**config.mk**
```make
export PLATFORM = sky130hd
export DESIGN_NAME = ssp_store_buffer_flat
export DESIGN_NICKNAME = d
export VERILOG_FILES = /design/src/rtl/ssp_pkg.sv /design/src/rtl/ssp_store_buffer_if.sv /design/src/rtl/ssp_sb_fwd_match.sv /design/src/rtl/ssp_store_buffer.sv /design/src/flat_wrapper.sv
export SDC_FILE = /design/constraint.sdc
export NUM_CORES = 2
export LEC_CHECK = 0
export CORE_ASPECT_RATIO = 0.7
export CORE_MARGIN = 10
export CORE_UTILIZATION = 30
export DETAILED_ROUTE_END_ITERATION = 10
export SYNTH_ARGS = -nofsm -noshare
export SYNTH_HDL_FRONTEND = slang
export SYNTH_SLANG_ARGS = --single-unit
export TNS_END_PERCENT = 30
```
**constraint.sdc**
```tcl
create_clock -name clk1 -period 28.1 [get_ports clk1]
set_input_delay 2.81 -clock clk1 [delete_from_list [all_inputs] [get_ports clk1]]
set_output_delay 2.81 -clock clk1 [all_outputs]
set_load 0.05 [all_outputs]
```
**src/rtl/ssp_pkg.sv**
```systemverilog
// -----------------------------------------------------------------------------
// ssp_pkg
// Shared definitions for the store buffer: default geometry, the drain FSM
// state encoding and the layout of one buffered store entry.
// No ports (package).
// -----------------------------------------------------------------------------
package ssp_pkg;

  localparam int SSP_DEPTH = 8;
  localparam int SSP_AW    = 10;
  localparam int SSP_DW    = 32;

  // Drain sequencing towards data memory.
  //   S_IDLE   : buffer empty, no write request
  //   S_WAIT   : entries present, last cycle saw no handshake
  //   S_RETIRE : last cycle retired an entry and more remain
  typedef enum logic [1:0] {
    S_IDLE   = 2'd0,
    S_WAIT   = 2'd1,
    S_RETIRE = 2'd2
  } drain_state_t;

  // One buffered store. Address/data fields use the package widths; a
  // buffer instance with narrower AW/DW zero-extends into these fields.
  typedef struct packed {
    logic              valid;
    logic [SSP_AW-1:0] addr;
    logic [SSP_DW-1:0] data;
  } sb_entry_t;

endpackage

```
**src/rtl/ssp_store_buffer_if.sv**
```systemverilog
// -----------------------------------------------------------------------------
// ssp_store_buffer_if
// Bundles the store, load-forward and memory-drain signals of the store
// buffer.
//   master : the pipeline/memory side (drives requests and mem_ready)
//   slave  : the store buffer (drives ready, forward result, drain write,
//            occupancy status)
// -----------------------------------------------------------------------------
interface ssp_store_buffer_if #(
  parameter int DEPTH = 8,
  parameter int AW    = 10,
  parameter int DW    = 32
) ();

  localparam int CW = $clog2(DEPTH) + 1;

  // Store enqueue (bit 0 = older slot, bit 1 = younger slot)
  logic [1:0]    st_valid;
  logic [AW-1:0] st_addr0;
  logic [AW-1:0] st_addr1;
  logic [DW-1:0] st_data0;
  logic [DW-1:0] st_data1;
  logic          st_ready;

  // Load forwarding lookup
  logic          ld_valid;
  logic [AW-1:0] ld_addr;
  logic          ld_hit;
  logic [DW-1:0] ld_data;

  // Drain towards data memory
  logic          mem_we;
  logic [AW-1:0] mem_addr;
  logic [DW-1:0] mem_wdata;
  logic          mem_ready;

  // Occupancy status
  logic [CW-1:0] count;
  logic          full;
  logic          empty;

  modport master (
    output st_valid, st_addr0, st_addr1, st_data0, st_data1,
    output ld_valid, ld_addr, mem_ready,
    input  st_ready, ld_hit, ld_data, mem_we, mem_addr, mem_wdata,
    input  count, full, empty
  );

  modport slave (
    input  st_valid, st_addr0, st_addr1, st_data0, st_data1,
    input  ld_valid, ld_addr, mem_ready,
    output st_ready, ld_hit, ld_data, mem_we, mem_addr, mem_wdata,
    output count, full, empty
  );

endinterface

```
**src/rtl/ssp_sb_fwd_match.sv**
```systemverilog
// -----------------------------------------------------------------------------
// ssp_sb_fwd_match
// Combinational store-to-load forwarding search. Scans the occupied entries
// from oldest (head) to youngest and reports the youngest address match.
// Ports:
//   entries  : store buffer contents (valid marks occupied entries)
//   head     : index of the oldest entry
//   ld_valid : lookup request
//   ld_addr  : load word address
//   hit      : a valid entry matches ld_addr
//   data     : data of the youngest match, zero when no hit
// -----------------------------------------------------------------------------
module ssp_sb_fwd_match
  import ssp_pkg::*;
#(
  parameter int DEPTH = SSP_DEPTH,
  parameter int AW    = SSP_AW,
  parameter int DW    = SSP_DW
) (
  input  sb_entry_t                    entries [DEPTH],
  input  logic [$clog2(DEPTH)-1:0]     head,
  input  logic                         ld_valid,
  input  logic [AW-1:0]                ld_addr,
  output logic                         hit,
  output logic [DW-1:0]                data
);

  localparam int PW = $clog2(DEPTH);

  logic [PW-1:0] idx;

  always_comb begin
    // NOTE: every output gets a default before the loop; without it a path
    // that leaves hit/data unassigned would infer a latch.
    hit  = 1'b0;
    data = '0;
    idx  = '0;
    // NOTE: blocking assignments in combinational logic, so a later
    // iteration overrides an earlier one within the same evaluation.
    // Walking oldest -> youngest therefore leaves the youngest match.
    for (int i = 0; i < DEPTH; i++) begin
      idx = head + PW'(i);
      if (ld_valid && entries[idx].valid &&
          entries[idx].addr == SSP_AW'(ld_addr)) begin
        hit  = 1'b1;
        data = DW'(entries[idx].data);
      end
    end
  end

endmodule

```
**src/rtl/ssp_store_buffer.sv**
```systemverilog
// -----------------------------------------------------------------------------
// ssp_store_buffer
// Dual-issue store buffer: a circular FIFO of buffered stores that accepts up
// to two stores per cycle, forwards data to loads from the youngest matching
// entry, and drains one entry per cycle to data memory in program order.
// Ports:
//   clk1  : sole clock, rising edge
//   reset : synchronous, active-high
//   bus   : ssp_store_buffer_if.slave (store enqueue, load lookup, memory
//           drain, count/full/empty)
// -----------------------------------------------------------------------------
module ssp_store_buffer
  import ssp_pkg::*;
#(
  parameter int DEPTH = SSP_DEPTH,
  parameter int AW    = SSP_AW,
  parameter int DW    = SSP_DW
) (
  input  logic              clk1,
  input  logic              reset,
  ssp_store_buffer_if.slave bus
);

  localparam int PW = $clog2(DEPTH);
  localparam int CW = PW + 1;

  sb_entry_t     entries [DEPTH];
  logic [PW-1:0] head_q;
  logic [PW-1:0] tail_q;
  logic [CW-1:0] count_q;
  drain_state_t  state_q;

  logic          st_ready;
  logic          accept;
  logic          retire;
  logic [1:0]    n_enq;
  logic [CW-1:0] count_next;

  // Room for a dual store is required even for a single store, so the
  // requester never has to split a pair.
  assign st_ready   = (CW'(DEPTH) - count_q) >= CW'(2);
  assign accept     = st_ready && (bus.st_valid != 2'b00);
  assign n_enq      = !accept ? 2'd0 : (bus.st_valid == 2'b11) ? 2'd2 : 2'd1;
  assign retire     = (state_q != S_IDLE) && bus.mem_ready;
  assign count_next = count_q + CW'(n_enq) - CW'(retire);

  always_ff @(posedge clk1) begin
    if (reset) begin
      // NOTE: only the valid bits are reset; address/data storage is left
      // alone since a cleared valid bit already hides stale contents.
      head_q  <= '0;
      tail_q  <= '0;
      count_q <= '0;
      state_q <= S_IDLE;
      for (int i = 0; i < DEPTH; i++) begin
        entries[i].valid <= 1'b0;
      end
    end else begin
      // NOTE: non-blocking assignments for all state so every register
      // updates from the values seen before this edge.
      if (retire) begin
        entries[head_q].valid <= 1'b0;
        head_q                <= head_q + PW'(1);
      end

      // A retire and an enqueue never touch the same slot: enqueue needs at
      // least two free entries, so tail and tail+1 are never the head.
      if (accept) begin
        unique case (bus.st_valid)
          2'b01: begin
            entries[tail_q] <= '{valid: 1'b1, addr: SSP_AW'(bus.st_addr0),
                                 data: SSP_DW'(bus.st_data0)};
            tail_q          <= tail_q + PW'(1);
          end
          2'b10: begin
            entries[tail_q] <= '{valid: 1'b1, addr: SSP_AW'(bus.st_addr1),
                                 data: SSP_DW'(bus.st_data1)};
            tail_q          <= tail_q + PW'(1);
          end
          default: begin
            entries[tail_q]          <= '{valid: 1'b1, addr: SSP_AW'(bus.st_addr0),
                                          data: SSP_DW'(bus.st_data0)};
            entries[tail_q + PW'(1)] <= '{valid: 1'b1, addr: SSP_AW'(bus.st_addr1),
                                          data: SSP_DW'(bus.st_data1)};
            tail_q                   <= tail_q + PW'(2);
          end
        endcase
      end

      count_q <= count_next;

      // State tracks occupancy after this edge, so S_IDLE always coincides
      // with count==0 and can drive mem_we directly.
      if (count_next == '0) begin
        state_q <= S_IDLE;
      end else if (retire) begin
        state_q <= S_RETIRE;
      end else begin
        state_q <= S_WAIT;
      end
    end
  end

  ssp_sb_fwd_match #(
    .DEPTH (DEPTH),
    .AW    (AW),
    .DW    (DW)
  ) u_fwd (
    .entries  (entries),
    .head     (head_q),
    .ld_valid (bus.ld_valid),
    .ld_addr  (bus.ld_addr),
    .hit      (bus.ld_hit),
    .data     (bus.ld_data)
  );

  assign bus.st_ready  = st_ready;
  assign bus.mem_we    = (state_q != S_IDLE);
  assign bus.mem_addr  = AW'(entries[head_q].addr);
  assign bus.mem_wdata = DW'(entries[head_q].data);
  assign bus.count     = count_q;
  assign bus.full      = (count_q == CW'(DEPTH));
  assign bus.empty     = (count_q == '0);

endmodule

```
**src/flat_wrapper.sv**
```systemverilog
// flat-port wrapper written by rule: the top's interface ports become plain ports
module ssp_store_buffer_flat import ssp_pkg::*;
#(
  parameter int DEPTH = SSP_DEPTH,
  parameter int AW    = SSP_AW,
  parameter int DW    = SSP_DW
)
  (clk1, reset, bus_st_valid, bus_st_addr0, bus_st_addr1, bus_st_data0, bus_st_data1, bus_ld_valid, bus_ld_addr, bus_mem_ready, bus_st_ready, bus_ld_hit, bus_ld_data, bus_mem_we, bus_mem_addr, bus_mem_wdata, bus_count, bus_full, bus_empty);
  ssp_store_buffer_if #(.DEPTH(DEPTH), .AW(AW), .DW(DW)) bus_i ();
  input  logic clk1;
  input  logic reset;
  input wire logic [$bits(bus_i.st_valid)-1:0] bus_st_valid;
  input wire logic [$bits(bus_i.st_addr0)-1:0] bus_st_addr0;
  input wire logic [$bits(bus_i.st_addr1)-1:0] bus_st_addr1;
  input wire logic [$bits(bus_i.st_data0)-1:0] bus_st_data0;
  input wire logic [$bits(bus_i.st_data1)-1:0] bus_st_data1;
  input wire logic [$bits(bus_i.ld_valid)-1:0] bus_ld_valid;
  input wire logic [$bits(bus_i.ld_addr)-1:0] bus_ld_addr;
  input wire logic [$bits(bus_i.mem_ready)-1:0] bus_mem_ready;
  output wire logic [$bits(bus_i.st_ready)-1:0] bus_st_ready;
  output wire logic [$bits(bus_i.ld_hit)-1:0] bus_ld_hit;
  output wire logic [$bits(bus_i.ld_data)-1:0] bus_ld_data;
  output wire logic [$bits(bus_i.mem_we)-1:0] bus_mem_we;
  output wire logic [$bits(bus_i.mem_addr)-1:0] bus_mem_addr;
  output wire logic [$bits(bus_i.mem_wdata)-1:0] bus_mem_wdata;
  output wire logic [$bits(bus_i.count)-1:0] bus_count;
  output wire logic [$bits(bus_i.full)-1:0] bus_full;
  output wire logic [$bits(bus_i.empty)-1:0] bus_empty;
  assign bus_i.st_valid = bus_st_valid;
  assign bus_i.st_addr0 = bus_st_addr0;
  assign bus_i.st_addr1 = bus_st_addr1;
  assign bus_i.st_data0 = bus_st_data0;
  assign bus_i.st_data1 = bus_st_data1;
  assign bus_i.ld_valid = bus_ld_valid;
  assign bus_i.ld_addr = bus_ld_addr;
  assign bus_i.mem_ready = bus_mem_ready;
  assign bus_st_ready = bus_i.st_ready;
  assign bus_ld_hit = bus_i.ld_hit;
  assign bus_ld_data = bus_i.ld_data;
  assign bus_mem_we = bus_i.mem_we;
  assign bus_mem_addr = bus_i.mem_addr;
  assign bus_mem_wdata = bus_i.mem_wdata;
  assign bus_count = bus_i.count;
  assign bus_full = bus_i.full;
  assign bus_empty = bus_i.empty;
  ssp_store_buffer #(.DEPTH(DEPTH), .AW(AW), .DW(DW)) u_core (.clk1(clk1), .reset(reset), .bus(bus_i));
endmodule
```
==> flow_summary.rst <==
.. list-table::
   :header-rows: 1

   * - Metric
     - Value
   * - Boundary pin count
     - 183
   * - Number of sinks driven by the clock tree
     - between 300 and 400
   * - Effective utilization at floorplan
     - between 30% and 40%
   * - Global-route wire length before repair
     - around 280 mm
   * - Worst reg-to-reg setup slack
     - about 23 ns
   * - Num CTS Buffers
     - 45
   * - Number of enable-type register cells in the synthesized netlist
     - 336
   * - Number of hold-repair buffers added at the cts stage
     - 0
   * - Transition at the pin with the smallest max-transition slack
     - about 1.4 ns
   * - Primary FF master, synth
     - edfxtp_1
   * - Top achievable clock speed
     - a little over 0.09 GHz
   * - Post-DR vias/cell
     - approximately 7
   * - Total via count after detailed routing
     - between 40k and 50k
   * - Cell Pwr Density
     - 106 nW/um2
   * - First-pass iteration count of the detailed router
     - 8
   * - All-Layer GR Usage
     - between 20% and 30%
   * - Crit path max fanout
     - between 50 and 60
   * - Data arrival at the endpoint of the critical path
     - 8.02 ns
   * - Hold violation count in the final report
     - 0
   * - Final setup TNS
     - 0 ns
   * - Family with the most delay on the worst path
     - buffers and inverters
   * - Number of port buffers
     - between 150 and 200
   * - Shortest clock period the worst path allows after layout
     - between 10 and 15 ns
   * - Synthesis-stage register bit count
     - between 300 and 400
   * - CTS Buffer Depth
     - 3
   * - Type of the tightest min-delay check
     - flip-flop to flip-flop
   * - Run status
     - finished clean
   * - Cell breakdown of the critical path
     - clkinv_2 -> ha_4 -> mux4_2 -> mux2i_1 -> xnor2_1 -> nor4_1 -> nand3_2 -> buf_4 -> and2b_2 -> a31oi_1 -> o32a_1 -> clkdlybuf4s50_1
   * - Global placer's final weighted congestion
     - 0.950
   * - Overflow left after global routing
     - 0
   * - Cell types occupying the most area after synthesis
     - edfxtp_1 24%, mux4_2 20%, a211oi_1 10%
   * - Distinct cells, synth
     - 76
   * - Critical Path Source Type
     - flip-flop
   * - Number of instances resized during post-cts repair
     - 0
   * - Sequential share of the synthesized area
     - about a quarter
   * - Crit-path slowest cell
     - ha_4
   * - Library cell with the highest instance count after synthesis
     - nand2_1
   * - Cell count after synthesis
     - around 4.6k
   * - Type of element capturing the critical path
     - primary output
   * - Remaining max-slew budget at the tightest pin
     - 8.31%
   * - CTS tree
     - built
   * - Buffer and inverter count on the worst path
     - 3
   * - Final setup vio count
     - 0
   * - Async SR Flop Fraction
     - 0%
   * - Clock network latency to the later pin of the worst-skew pair
     - 0.65 ns
   * - Number of buffers inserted to repair setup after CTS
     - 0
   * - Number of filler cells placed in the layout
     - 14.3k
   * - Std-Cell Core Area
     - around 140000 um2
   * - CTS clk-pin slew, worst paths
     - ~0.07 ns
   * - Maximum clock skew at final layout
     - approximately 0.035 ns
   * - Req. time, crit path
     - approximately 25 ns
   * - Final worst path period share
     - between 30 and 40%
   * - Detailed Route Iter0 Violations
     - roughly 7.1k
   * - Via count of the first global-routing pass
     - 39.1k
   * - Detailed-route wire length per cell
     - roughly 31 um
   * - Share of post-route cells with drive strength above 1
     - between 10% and 20%
   * - Area Growth Syn to Fin
     - 9.32%
   * - Fraction of post-synthesis cell area in the top cell type by area
     - a little under a quarter
   * - Area occupied by multi-input gates
     - between 20000 and 30000 um2
   * - Leakage component of the power
     - roughly 14 nW
   * - Die area
     - 157000 um2
   * - Syn Std Cell Area
     - between 40000 and 50000 um2
   * - Tightest hold margin
     - slightly above 0.5 ns
   * - # H-tree levels
     - 2
   * - Post-synthesis area per instance
     - between 9 and 10 um2
   * - Antenna violation net count after detailed routing
     - 0
   * - Number of placement rows
     - between 100 and 150
   * - Remaining DRCs
     - 0
   * - Total of warnings raised by yosys
     - 0
   * - Number of antenna violations at the first check in global routing
     - 15
   * - Die Height
     - around 330 um
   * - Clock root buffer
     - clkbuf_16
   * - Synthesized Nets
     - around 4.7k
   * - Max capacitance violation total
     - 0
   * - Crit-path max cell delay
     - 1.16 ns
   * - Final #Nets
     - 4437
   * - Width of the die
     - roughly 470 um
   * - Library cell with the largest summed area after synthesis
     - edfxtp_1
   * - Number of pins with negative max-slew slack in the final report
     - 0
   * - Worst Path Class, Setup
     - flip-flop to primary output
   * - Storage element area
     - 10500 um2
   * - Largest voltage drop on the vdd net
     - 0.0000981 V
   * - Routed wire length
     - between 150 and 200 mm
   * - Largest net degree at the start of global routing
     - ~160
   * - Most instantiated cells after synthesis
     - 842 x nand2_1, 589 x a211oi_1, 463 x clkbuf_1, 382 x nor2_1, 367 x mux4_2
   * - RSZ-0062 raised after global routing
     - no
   * - Half-perimeter wire length after placement
     - roughly 110 mm
## power by group
| part | switching, W | internal [W] |
|---|---|---|
| registers | 0.000347 | 0.000880 |
| clock network | 0.000288 | 0.000337 |
| logic | 0.00187 | 0.00119 |
| total | 0.00251 | 0.00241 |
## tightest hold or removal path: cells and delay by family (launching register included)
kind / cells / cell delay [ns]
DFF: 1 / 0.35
and+or+nand+nor: 2 / 0.13
## cells by family (layout without fill, tap and decap cells)
| kind of cell | after synthesis | count (layout) | synth area share [%] |
|---|---|---|---|
| AOI/OAI and AO/OA | 1453 | 1453 | 25.5 |
| xor gates and xnor gates | 91 | 91 | 1.92 |
| adders and majority gates | 25 | 25 | 0.756 |
| buffers and inverters | 653 | 381 | 6.69 |
| DFF | 356 | 356 | 24.8 |
| muxes | 717 | 717 | 28.0 |
| other | 0 | 3 | 0 |
| and+or+nand+nor | 1325 | 1325 | 12.4 |
## path summary, 6_finish.rpt
check / start / endpoint / cells past startpoint
hold / removal: u_core.entries[42] / u_core.entries[42] / 2
setup / recovery: u_core.head_q[2] / bus_ld_data[20] / 12
setup reg to reg: u_core.bus.count[0] / u_core.entries[59] / 10
hold reg to reg: u_core.entries[42] / u_core.entries[42] / 2
## final cells by class
| cell class | count | share of cell area [%] |
|---|---|---|
| antenna | 3 | 0.0162 |
| clock buffer | 60 | 2.73 |
| clock inverter | 23 | 0.438 |
| inverter | 28 | 0.230 |
| multi-input combinational | 3611 | 63.4 |
| sequential | 356 | 22.7 |
| tap | 1872 | 5.06 |
| timing repair buffer | 270 | 5.42 |
## metrics by stage
step           cell area, um2  total power, W  std cells  setup WS, ns  utilization (%)
2_1_floorplan           42400         0.00336       4620          9.06                -
3_3_place_gp            44800         0.00411       6137         17.94             31.9
3_5_place_dp            44800         0.00418       6137         17.95             31.9
4_1_cts                 46300         0.00482       6220         17.46             33.0
5_1_grt                 46300         0.00514       6223         17.01             33.0
6_report                46300         0.00491       6223         17.27             33.0
## sequential cells by signal (all words and copies together) (netlist names)
signal and flops:
u_core.head_q 3, u_core.entries 344, u_core.state_q 2, u_core.bus.count 4, u_core.tail_q 3
## per-layer routing
layer	global-route usage [%]	vias to the layer above	part of all wire, %
met4	8.89	14	4.1
li1	-	17600	-
met3	7.88	528	15
met5	0	-	0.046
met1	31.6	20900	39
met2	32.8	3453	42
## cells in the final DEF (no fill, tap or decap), types with 6 or more instances in the layout
cell             count
nand2_1            835
a211oi_1           589
mux4_2             367
nor2_1             364
a22oi_1            339
edfxtp_1           336
mux2i_1            299
clkdlybuf4s50_1    182
a21oi_1            125
a31oi_1            121
buf_4               86
xnor2_1             65
mux2_2              48
clkbuf_16           47
a22o_1              42
o21ai_0             40
o22ai_1             38
a41oi_1             33
nand3_1             32
o32a_1              32
a221oi_2            30
o311ai_1            29
inv_1               24
xor2_1              20
ha_1                19
nor2_4              17
dfxtp_1             17
clkinv_2            10
nand4_1             10
clkbuf_1             9
clkinv_1             6
nor4_1               6
a32o_1               6
No activity file was read; power rests on OpenSTA's default activity.
